**config.mk**
```make
export PLATFORM = sky130hd
export DESIGN_NAME = mem_bus_arbiter_flat
export DESIGN_NICKNAME = d
export VERILOG_FILES = /design/src/rtl/mem_bus_pkg.sv /design/src/rtl/mem_bus_arbiter_if.sv /design/src/rtl/rr_arb2.sv /design/src/rtl/mem_bus_arbiter.sv /design/src/flat_wrapper.sv
export SDC_FILE = /design/constraint.sdc
export NUM_CORES = 1
export LEC_CHECK = 0
export BUFFER_PORTS_ARGS = -buffer_cell sky130_fd_sc_hd__buf_2
export CAP_MARGIN = 20
export CORE_ASPECT_RATIO = 1.75
export CORE_MARGIN = 3
export CORE_UTILIZATION = 35
export CTS_CLUSTER_DIAMETER = 40
export CTS_CLUSTER_SIZE = 25
export DETAILED_ROUTE_END_ITERATION = 8
export GPL_TIMING_DRIVEN = 0
export HOLD_SLACK_MARGIN = 0.08
export PLACE_DENSITY_LB_ADDON = 0.12
export SYNTH_ARGS = -nofsm -noshare
export SYNTH_HDL_FRONTEND = slang
export SYNTH_SLANG_ARGS = --single-unit
```
**constraint.sdc**
```tcl
create_clock -name clk -period 1.72 [get_ports clk]
set_input_delay 0.344 -clock clk [delete_from_list [all_inputs] [get_ports clk]]
set_output_delay 0.344 -clock clk [all_outputs]
set_load 0.01 [all_outputs]
```
**src/rtl/mem_bus_pkg.sv**
```systemverilog
// Shared types and constants for the two-master PicoRV32 memory bus arbiter.
package mem_bus_pkg;

    typedef enum logic [1:0] {
        ST_IDLE = 2'd0,
        ST_BUSY = 2'd1,
        ST_RESP = 2'd2
    } state_t;

    localparam logic [31:0] ERR_RDATA_DEFAULT = 32'hDEAD_BEEF;

    localparam logic [1:0] GNT_NONE = 2'b00;
    localparam logic [1:0] GNT_M0   = 2'b01;
    localparam logic [1:0] GNT_M1   = 2'b10;

endpackage

```
**src/rtl/mem_bus_arbiter_if.sv**
```systemverilog
// PicoRV32 native memory bus bundle; master drives the request, slave answers.
interface mem_bus_arbiter_if;
    logic        mem_valid;
    logic        mem_ready;
    logic [31:0] mem_addr;
    logic [31:0] mem_wdata;
    logic [3:0]  mem_wstrb;
    logic [31:0] mem_rdata;

    modport master (
        output mem_valid, mem_addr, mem_wdata, mem_wstrb,
        input  mem_ready, mem_rdata
    );

    modport slave (
        input  mem_valid, mem_addr, mem_wdata, mem_wstrb,
        output mem_ready, mem_rdata
    );
endinterface

```
**src/rtl/rr_arb2.sv**
```systemverilog
// Two-request round-robin pick: on a tie the master not granted last wins.
module rr_arb2
    import mem_bus_pkg::*;
(
    input  logic [1:0] req,
    input  logic       last_grant,
    output logic [1:0] grant
);

    // last_grant = 1 means master 1 owned the previous transaction
    always_comb begin
        grant = GNT_NONE;
        case (req)
            2'b01:   grant = GNT_M0;
            2'b10:   grant = GNT_M1;
            2'b11:   grant = last_grant ? GNT_M0 : GNT_M1;
            default: grant = GNT_NONE;
        endcase
    end

endmodule

```
**src/rtl/mem_bus_arbiter.sv**
```systemverilog
// Two-master to one-slave arbiter with registered request capture, round-robin
// arbitration, grant held until slave completion, and a per-transaction timeout.
module mem_bus_arbiter
    import mem_bus_pkg::*;
#(
    parameter int          TIMEOUT_CYCLES = 255,
    parameter logic [31:0] ERR_RDATA      = ERR_RDATA_DEFAULT
) (
    input  logic                     clk,
    input  logic                     rst,
    mem_bus_arbiter_if.slave         m0,
    mem_bus_arbiter_if.slave         m1,
    mem_bus_arbiter_if.master        s,
    output logic [1:0]               grant,
    output logic                     timeout_err
);

    localparam int            CW        = (TIMEOUT_CYCLES == 0) ? 1 : $clog2(TIMEOUT_CYCLES + 1);
    localparam bit            TO_EN     = (TIMEOUT_CYCLES != 0);
    localparam logic [CW-1:0] CNT_LIMIT = CW'(TIMEOUT_CYCLES);
    localparam logic [CW-1:0] CNT_PRE   = CW'(TIMEOUT_CYCLES - 1);
    localparam logic [CW-1:0] CNT_SAT   = {CW{1'b1}};
    localparam logic [CW-1:0] CNT_ZERO  = {CW{1'b0}};

    state_t        state, state_n;
    logic          last_grant, last_grant_n;
    logic [1:0]    grant_n, pick;
    logic          req_valid, req_valid_n;
    logic [31:0]   req_addr, req_addr_n, req_wdata, req_wdata_n;
    logic [3:0]    req_wstrb, req_wstrb_n;
    logic [1:0]    ready, ready_n;
    logic [31:0]   rdata0, rdata0_n, rdata1, rdata1_n;
    logic          terr_n;
    logic [CW-1:0] cnt, cnt_n;
    logic          resp_fire;
    logic [31:0]   resp_data;

    rr_arb2 u_arb (
        .req        ({m1.mem_valid, m0.mem_valid}),
        .last_grant (last_grant),
        .grant      (pick)
    );

    // Next-state and next-output logic; response outputs default to a cleared pulse
    always_comb begin
        state_n      = state;
        last_grant_n = last_grant;
        grant_n      = grant;
        req_valid_n  = req_valid;
        req_addr_n   = req_addr;
        req_wdata_n  = req_wdata;
        req_wstrb_n  = req_wstrb;
        ready_n      = 2'b00;
        rdata0_n     = 32'h0000_0000;
        rdata1_n     = 32'h0000_0000;
        terr_n       = 1'b0;
        cnt_n        = cnt;
        resp_fire    = 1'b0;
        resp_data    = 32'h0000_0000;

        case (state)
            ST_IDLE: begin
                cnt_n = CNT_ZERO;
                if (pick != GNT_NONE) begin
                    grant_n     = pick;
                    req_valid_n = 1'b1;
                    state_n     = ST_BUSY;
                    if (pick == GNT_M1) begin
                        req_addr_n  = m1.mem_addr;
                        req_wdata_n = m1.mem_wdata;
                        req_wstrb_n = m1.mem_wstrb;
                    end else begin
                        req_addr_n  = m0.mem_addr;
                        req_wdata_n = m0.mem_wdata;
                        req_wstrb_n = m0.mem_wstrb;
                    end
                end else begin
                    grant_n = GNT_NONE;
                end
            end
            ST_BUSY: begin
                // the limit cycle has valid already dropped, so it outranks a late ready
                if (TO_EN && (cnt == CNT_LIMIT)) begin
                    req_valid_n = 1'b0;
                    cnt_n       = CNT_ZERO;
                    terr_n      = 1'b1;
                    resp_fire   = 1'b1;
                    resp_data   = ERR_RDATA;
                    state_n     = ST_RESP;
                end else if (s.mem_ready) begin
                    req_valid_n = 1'b0;
                    cnt_n       = CNT_ZERO;
                    resp_fire   = 1'b1;
                    resp_data   = s.mem_rdata;
                    state_n     = ST_RESP;
                end else begin
                    if (cnt == CNT_SAT) begin
                        cnt_n = cnt;
                    end else begin
                        cnt_n = cnt + CW'(1'b1);
                    end
                    if (TO_EN && (cnt == CNT_PRE)) begin
                        req_valid_n = 1'b0;
                    end else begin
                        req_valid_n = 1'b1;
                    end
                end
            end
            ST_RESP: begin
                last_grant_n = (grant == GNT_M1);
                grant_n      = GNT_NONE;
                cnt_n        = CNT_ZERO;
                state_n      = ST_IDLE;
            end
            default: begin
                state_n     = ST_IDLE;
                grant_n     = GNT_NONE;
                req_valid_n = 1'b0;
                cnt_n       = CNT_ZERO;
            end
        endcase

        if (resp_fire) begin
            if (grant == GNT_M1) begin
                ready_n  = 2'b10;
                rdata1_n = resp_data;
            end else begin
                ready_n  = 2'b01;
                rdata0_n = resp_data;
            end
        end else begin
            ready_n = 2'b00;
        end
    end

    // State and registered outputs
    always_ff @(posedge clk) begin
        if (rst) begin
            state       <= ST_IDLE;
            last_grant  <= 1'b1;
            grant       <= GNT_NONE;
            req_valid   <= 1'b0;
            req_addr    <= 32'h0000_0000;
            req_wdata   <= 32'h0000_0000;
            req_wstrb   <= 4'h0;
            ready       <= 2'b00;
            rdata0      <= 32'h0000_0000;
            rdata1      <= 32'h0000_0000;
            timeout_err <= 1'b0;
            cnt         <= CNT_ZERO;
        end else begin
            state       <= state_n;
            last_grant  <= last_grant_n;
            grant       <= grant_n;
            req_valid   <= req_valid_n;
            req_addr    <= req_addr_n;
            req_wdata   <= req_wdata_n;
            req_wstrb   <= req_wstrb_n;
            ready       <= ready_n;
            rdata0      <= rdata0_n;
            rdata1      <= rdata1_n;
            timeout_err <= terr_n;
            cnt         <= cnt_n;
        end
    end

    assign s.mem_valid  = req_valid;
    assign s.mem_addr   = req_addr;
    assign s.mem_wdata  = req_wdata;
    assign s.mem_wstrb  = req_wstrb;
    assign m0.mem_ready = ready[0];
    assign m0.mem_rdata = rdata0;
    assign m1.mem_ready = ready[1];
    assign m1.mem_rdata = rdata1;

endmodule

```
**src/flat_wrapper.sv**
```systemverilog
// flat-port wrapper written by rule: the top's interface ports become plain ports
module mem_bus_arbiter_flat import mem_bus_pkg::*;
#(
    parameter int          TIMEOUT_CYCLES = 255,
    parameter logic [31:0] ERR_RDATA      = ERR_RDATA_DEFAULT
)
  (clk, rst, grant, timeout_err, m0_mem_valid, m0_mem_addr, m0_mem_wdata, m0_mem_wstrb, m0_mem_ready, m0_mem_rdata, m1_mem_valid, m1_mem_addr, m1_mem_wdata, m1_mem_wstrb, m1_mem_ready, m1_mem_rdata, s_mem_valid, s_mem_addr, s_mem_wdata, s_mem_wstrb, s_mem_ready, s_mem_rdata);
  mem_bus_arbiter_if m0_i ();
  mem_bus_arbiter_if m1_i ();
  mem_bus_arbiter_if s_i ();
  input  logic clk;
  input  logic rst;
  output logic [1:0] grant;
  output logic timeout_err;
  input wire logic [$bits(m0_i.mem_valid)-1:0] m0_mem_valid;
  input wire logic [$bits(m0_i.mem_addr)-1:0] m0_mem_addr;
  input wire logic [$bits(m0_i.mem_wdata)-1:0] m0_mem_wdata;
  input wire logic [$bits(m0_i.mem_wstrb)-1:0] m0_mem_wstrb;
  output wire logic [$bits(m0_i.mem_ready)-1:0] m0_mem_ready;
  output wire logic [$bits(m0_i.mem_rdata)-1:0] m0_mem_rdata;
  input wire logic [$bits(m1_i.mem_valid)-1:0] m1_mem_valid;
  input wire logic [$bits(m1_i.mem_addr)-1:0] m1_mem_addr;
  input wire logic [$bits(m1_i.mem_wdata)-1:0] m1_mem_wdata;
  input wire logic [$bits(m1_i.mem_wstrb)-1:0] m1_mem_wstrb;
  output wire logic [$bits(m1_i.mem_ready)-1:0] m1_mem_ready;
  output wire logic [$bits(m1_i.mem_rdata)-1:0] m1_mem_rdata;
  output wire logic [$bits(s_i.mem_valid)-1:0] s_mem_valid;
  output wire logic [$bits(s_i.mem_addr)-1:0] s_mem_addr;
  output wire logic [$bits(s_i.mem_wdata)-1:0] s_mem_wdata;
  output wire logic [$bits(s_i.mem_wstrb)-1:0] s_mem_wstrb;
  input wire logic [$bits(s_i.mem_ready)-1:0] s_mem_ready;
  input wire logic [$bits(s_i.mem_rdata)-1:0] s_mem_rdata;
  assign m0_i.mem_valid = m0_mem_valid;
  assign m0_i.mem_addr = m0_mem_addr;
  assign m0_i.mem_wdata = m0_mem_wdata;
  assign m0_i.mem_wstrb = m0_mem_wstrb;
  assign m0_mem_ready = m0_i.mem_ready;
  assign m0_mem_rdata = m0_i.mem_rdata;
  assign m1_i.mem_valid = m1_mem_valid;
  assign m1_i.mem_addr = m1_mem_addr;
  assign m1_i.mem_wdata = m1_mem_wdata;
  assign m1_i.mem_wstrb = m1_mem_wstrb;
  assign m1_mem_ready = m1_i.mem_ready;
  assign m1_mem_rdata = m1_i.mem_rdata;
  assign s_mem_valid = s_i.mem_valid;
  assign s_mem_addr = s_i.mem_addr;
  assign s_mem_wdata = s_i.mem_wdata;
  assign s_mem_wstrb = s_i.mem_wstrb;
  assign s_i.mem_ready = s_mem_ready;
  assign s_i.mem_rdata = s_mem_rdata;
  mem_bus_arbiter #(.TIMEOUT_CYCLES(TIMEOUT_CYCLES), .ERR_RDATA(ERR_RDATA)) u_core (.clk(clk), .rst(rst), .m0(m0_i), .m1(m1_i), .s(s_i), .grant(grant), .timeout_err(timeout_err));
endmodule
```
# == Yosys cells after proc, flatten, opt, wreduce, memory -nomap -nowiden ==
# Index checks and enable logic that the tools add are counted.
# classes
muxes,24
reduce_logical,10
n_eq_ne,11
addsub,1
bitwise_logic,4
# op_table
operator,n
$mux W32,5
$eq A8 B8 Y1 const B,2
$mux W2,6
$eq A2 B2 Y1 const B,5
$add A8 B1 Y8 const B,1
$mux W1,8
$pmux W2 S2,2
$pmux W2 S3,1
$reduce_and A2 Y1,3
$reduce_or A3 Y1,2
$eq A2 B1 Y1 const B,2
$mux W4,1
$not A1 Y1,4
$reduce_or A2 Y1,2
$reduce_or A4 Y1,1
$ne A3 B2 Y1 const B,1
$pmux W1 S3,1
$logic_not A2 Y1,1
$ne A2 B1 Y1 const B,1
$reduce_bool A2 Y1,1
# totals
word_cells,62
regBits,149
inputBits,173
output_inout_bits,138

# == Depth between registers and ports, before layout ==
# depth
ltp_word,5
mapped_depth,7
mapped_depth_nobuf,5

# == Cells and area by module ==
# Synthesis repeated with hierarchy kept, for this count alone.
# hier_totals
hier_cells,582
area_unflattened_um2,5519.0
# by_module_without_submodules
mod,cells_each,area_per_inst_um2,seq_area_each_um2,n_inst
mem_bus_arbiter,579,5500.3,2982.9,1
rr_arb2,3,18.8,0.0,1

# == Worst setup path after synthesis ==
# Ideal clock, no wire load.
# synth_path
kind,register -> register
start,register u_core.cnt[0]
end,register u_core.state[0]
t_required_ns,1.603
n_path_buf,2
synth_period_minus_slack_ns,1.715
setup_time_ns,0.117
arrival_ns,1.598
slack_ns,0.005
path_stages_with_launch,7
cell_sequence,dfxtp_1 > ha_1 > nand3_1 > or2_2 > clkbuf_1 > buf_2 > a22o_1
# synth_between
elab_chain_len,3
word_cells_on_any_way,5
classes_between,eq/ne (2); mux (2); reduce/logical (1)
# synth_lines
item,line,source
"start, declared",mem_bus_arbiter.sv:34,"logic [CW-1:0] cnt, cnt_n;"
"start signal, assigned",mem_bus_arbiter.sv:163,cnt <= cnt_n;
$eq A8 B8 Y1 *,mem_bus_arbiter.sv:83,if (TO_EN && (cnt == CNT_LIMIT)) begin
$mux W2 or $ne A3 B2 Y1 (tied branches),-,
$pmux W2 S2 or $reduce_and A2 Y1 (tied branches),-,
"end signal, assigned",mem_bus_arbiter.sv:152,state <= state_n;
"end, declared",mem_bus_arbiter.sv:25,"state_t state, state_n;"
# Every way passes the cells marked *; elsewhere a longest branch is shown, timed or not.
# A chain may end at the register's enable or synchronous reset.

# == Worst setup path in the final report ==
# layout_path
start,register u_core.state[0]
end,register u_core.rdata0[19] (netlist: u_core.m0.mem_rdata[19])
# layout_between
elab_chain_len,4
word_cells_on_any_way,5
classes_between,eq/ne (1); mux (2); bitwise (1); reduce/logical (1)
# layout_lines
item,line,source
$eq A2 B1 Y1 *,mem_bus_arbiter.sv:61,case (state)
$mux W1,mem_bus_arbiter.sv:61,
$not A1 Y1 (no source line),-,
$reduce_or A3 Y1 (no source line),-,
"end signal, assigned",mem_bus_arbiter.sv:160,rdata0 <= rdata0_n;
"end, declared",mem_bus_arbiter.sv:32,"logic [31:0] rdata0, rdata0_n, rdata1, rdata1_n;"
# Marked as above.

==> impl_results.md <==
- Number of instances in the placed design: between 1000 and 1500
- Distinct cells, synth: 42
- Hold Crit Class: in -> reg
- Antenna violations before repair: 1
- Final period util: between 90 and 100%
- Crit-path leading delay family: simple AND/OR/NAND/NOR gates
- Commonest cells in the synthesized netlist: dfxtp_1 (149), a21oi_1 (118), mux2i_1 (69)
- Fmax: 0.618 GHz
- Clk root buf: clkbuf_16
- Final hold violation count: 0
- Wirelength per Cell: ~17 microns
- Critical path class: reg -> reg
- Initial Utilization: between 30% and 40%
- Vias in the first global route: roughly 5600
- Max-Cap Viols: 0
- Slew HR: between 40% and 50%
- Layout cells sized above 1: between 40% and 50%
- Most frequent cell after synthesis: dfxtp_1
- Multi-input gate area: 2420 sq um
- WL final: about 18 mm
- Clk buf depth: 2
- CP cell instances: or3b_1 -> or2_1 -> buf_6 -> buf_4 -> a21oi_1
- Setup WS post-layout: between 100 and 150 ps
- Diode count: 0
- YS warnings: 0
- Cell Rows: 61
- Max VDD drop: 0.000594 V
- Static leakage: approximately 3.7 nW
- Critical path required time: 2060 ps
- Reg area: 2990 sq um
- Final net count: between 1000 and 1500
- Clk_skew: 9.66 ps
- Post-Syn Area: 5690 sq um
- Drt via density: around 4.9
- Synth Instances: 570
- Max Fanout on Critical Path: 10
- DR DRC count: 0
- Crit-path max cell delay: ~430 ps
- Crit path buffers/inverters: 2
- Critical Path Start Type: flop
- PortBufs: a little over 300
- Fillers: roughly 1600
- Number of H-tree levels: 4
- EDFF count, synth: 0
- Status: complete, no violations
- Syn Area/Cell: 9.98 sq um
- Syn-to-layout area delta: 42.3%
- Hpwl dp: 14.4 mm
- Post-route ant nets: 0
- Worst Tran Pin Value: between 700 and 800 ps
- Fraction of registers with async set/reset: 0%
- First-pass DRT Iterations: 4
- WP data arrival: about 2000 ps
- Worst skew pair latency: 420 ps
- Tmin final: 1620 ps
- Syn Nets: 745
- IO Count: between 300 and 400
- DIE AREA: roughly 18000 sq um
- Vias: 5416
- First-pass GRT wire length: ~28 mm
- Finished Layout Cells: about 1100
- CP max stage cell: or3b_1
- Worst setup EP type: flop
- Gr usage total: 20.0%
- Unrepaired setup endpoints after global routing: no
- Chip width: around 100 microns
- Total CTS buffers: 17
- Post-synthesis register bit count: around 150
- Placer congestion estimate: 0.744
- Clock transition at the registers of the reported paths: approximately 70 ps
- Overflow after GRT: 0
- Placeable Area: roughly 16000 sq um
- Largest net degree at the start of global routing: 17
- Pre-CTS setup slack: -381 ps
- CTS tree: yes
- Sequential-to-total area share from yosys stat: a little over half
- Final setup viols: 0
- Die H: between 150 and 200 microns
- Pwr per Cell Area: ~1100 nW/um^2
- Drt first-iter violations: roughly 160
- Post-synth top area share: between 50% and 60%
- Post-synth top flop: dfxtp_1
- Largest area contributor in the netlist: dfxtp_1
- Worst hold slack: 182 ps
- Largest cells by area after synthesis: dfxtp_1 (52%), mux2i_1 (12%), a21oi_1 (10%)
- Total clock sinks: 149
- Max Slew Vio Count: 0
## layout make-up
type                       count  area share (%)
buffer                        57            3.83
clock buffer                  17            5.26
clock inverter                15            1.51
inverter                       6           0.278
multi-input combinational    357            29.9
sequential                   149            37.0
tap                          189            2.92
timing repair buffer         311            19.3
## worst paths after layout
check | start | endpoint | slack, ps | cells past startpoint
hold reg to reg | u_core.cnt[0]$_SDFF_PP0_ | u_core.cnt[0]$_SDFF_PP0_ | 470 | 1
setup reg to reg | u_core.state[0]$_SDFFE_PP0P_ | u_core.m0.mem_rdata[19]$_SDFF_PP0_ | 100 | 5
setup / recovery | u_core.state[0]$_SDFFE_PP0P_ | u_core.m0.mem_rdata[19]$_SDFF_PP0_ | 100 | 5
hold / removal | s_mem_rdata[17] | u_core.m0.mem_rdata[17]$_SDFF_PP0_ | 180 | 3
## through the flow
step | setup TNS (ps) | util [%] | power (W) | instance area, sq um
after CTS | 0 | 50.7 | 0.00886 | 8080
after detailed placement | -17460 | 46.8 | 0.00539 | 7470
after global placement | -16850 | 46.8 | 0.00538 | 7470
after global routing | 0 | 50.7 | 0.00916 | 8100
final | 0 | 50.7 | 0.00876 | 8100
after floorplan | 0 | - | 0.00471 | 5690
## worst min-delay path, cell delays in order
cell,delay [ps]
buf_2,110
nand2_1,60
nor3_1,40
## cells in the final DEF (no fill, tap or decap), types with 2 or more instances in the layout
cell type,instances
nor3_2,4
nand3_1,2
buf_6,6
clkbuf_2,7
o211ai_1,3
inv_1,5
nor2_1,8
clkbuf_1,28
and2_1,2
nand4_1,2
or3_1,2
clkinv_4,2
xnor2_1,2
a21oi_1,118
mux2i_2,2
nand2_1,35
or2_2,2
inv_8,2
inv_6,4
dfxtp_2,2
o21ba_2,2
mux2i_1,67
clkbuf_16,17
clkinvlp_4,5
buf_4,5
a211oi_1,66
dfxtp_4,2
a211oi_2,3
clkinv_2,2
buf_2,321
o21ai_0,4
dfxtp_1,145
nor3_1,13
## metal layers
layer / vias up / wire, microns / global-route usage [%]
met5: - / 13 / 0
met3: 23 / 1360 / 5.23
li1: 2723 / - / -
met2: 228 / 9920 / 37.9
met1: 2440 / 6700 / 20.5
met4: 2 / 325 / 6.79
## registers in the layout, indices dropped and copies added (netlist names)
register	count
u_core.s.mem_valid	1
u_core.s.mem_addr	32
u_core.m1.mem_rdata	32
u_core.s.mem_wdata	32
u_core.state	2
u_core.m0.mem_rdata	32
u_core.s.mem_wstrb	4
u_core.grant	2
u_core.timeout_err	1
u_core.cnt	8
u_core.ready	2
u_core.last_grant	1
## kinds of logic (layout without fill, tap and decap cells)
group	count (synthesis)	count (layout)	synth area share, %
compound gates	203	203	21.7
xor+xnor	2	2	0.308
fa+ha+maj	2	2	0.440
buf+inv	64	406	5.67
flops	149	149	52.4
mux	69	69	12.1
simple gates	81	81	7.28
## where the power goes
| group | switching (W) | internal, W |
|---|---|---|
| registers | 0.000120 | 0.00369 |
| logic | 0.000836 | 0.000649 |
| clock network | 0.00158 | 0.00188 |
## repair_timing
action | 4_1_cts | 5_1_grt
resized for setup | 17 | 13
setup endpoints to repair | 117 | 60
cloned | 0 | 0
setup buffers | 2 | 0
hold buffers | 0 | 0
pin swaps | 1 | 0
No activity file was read; power rests on OpenSTA's default activity.
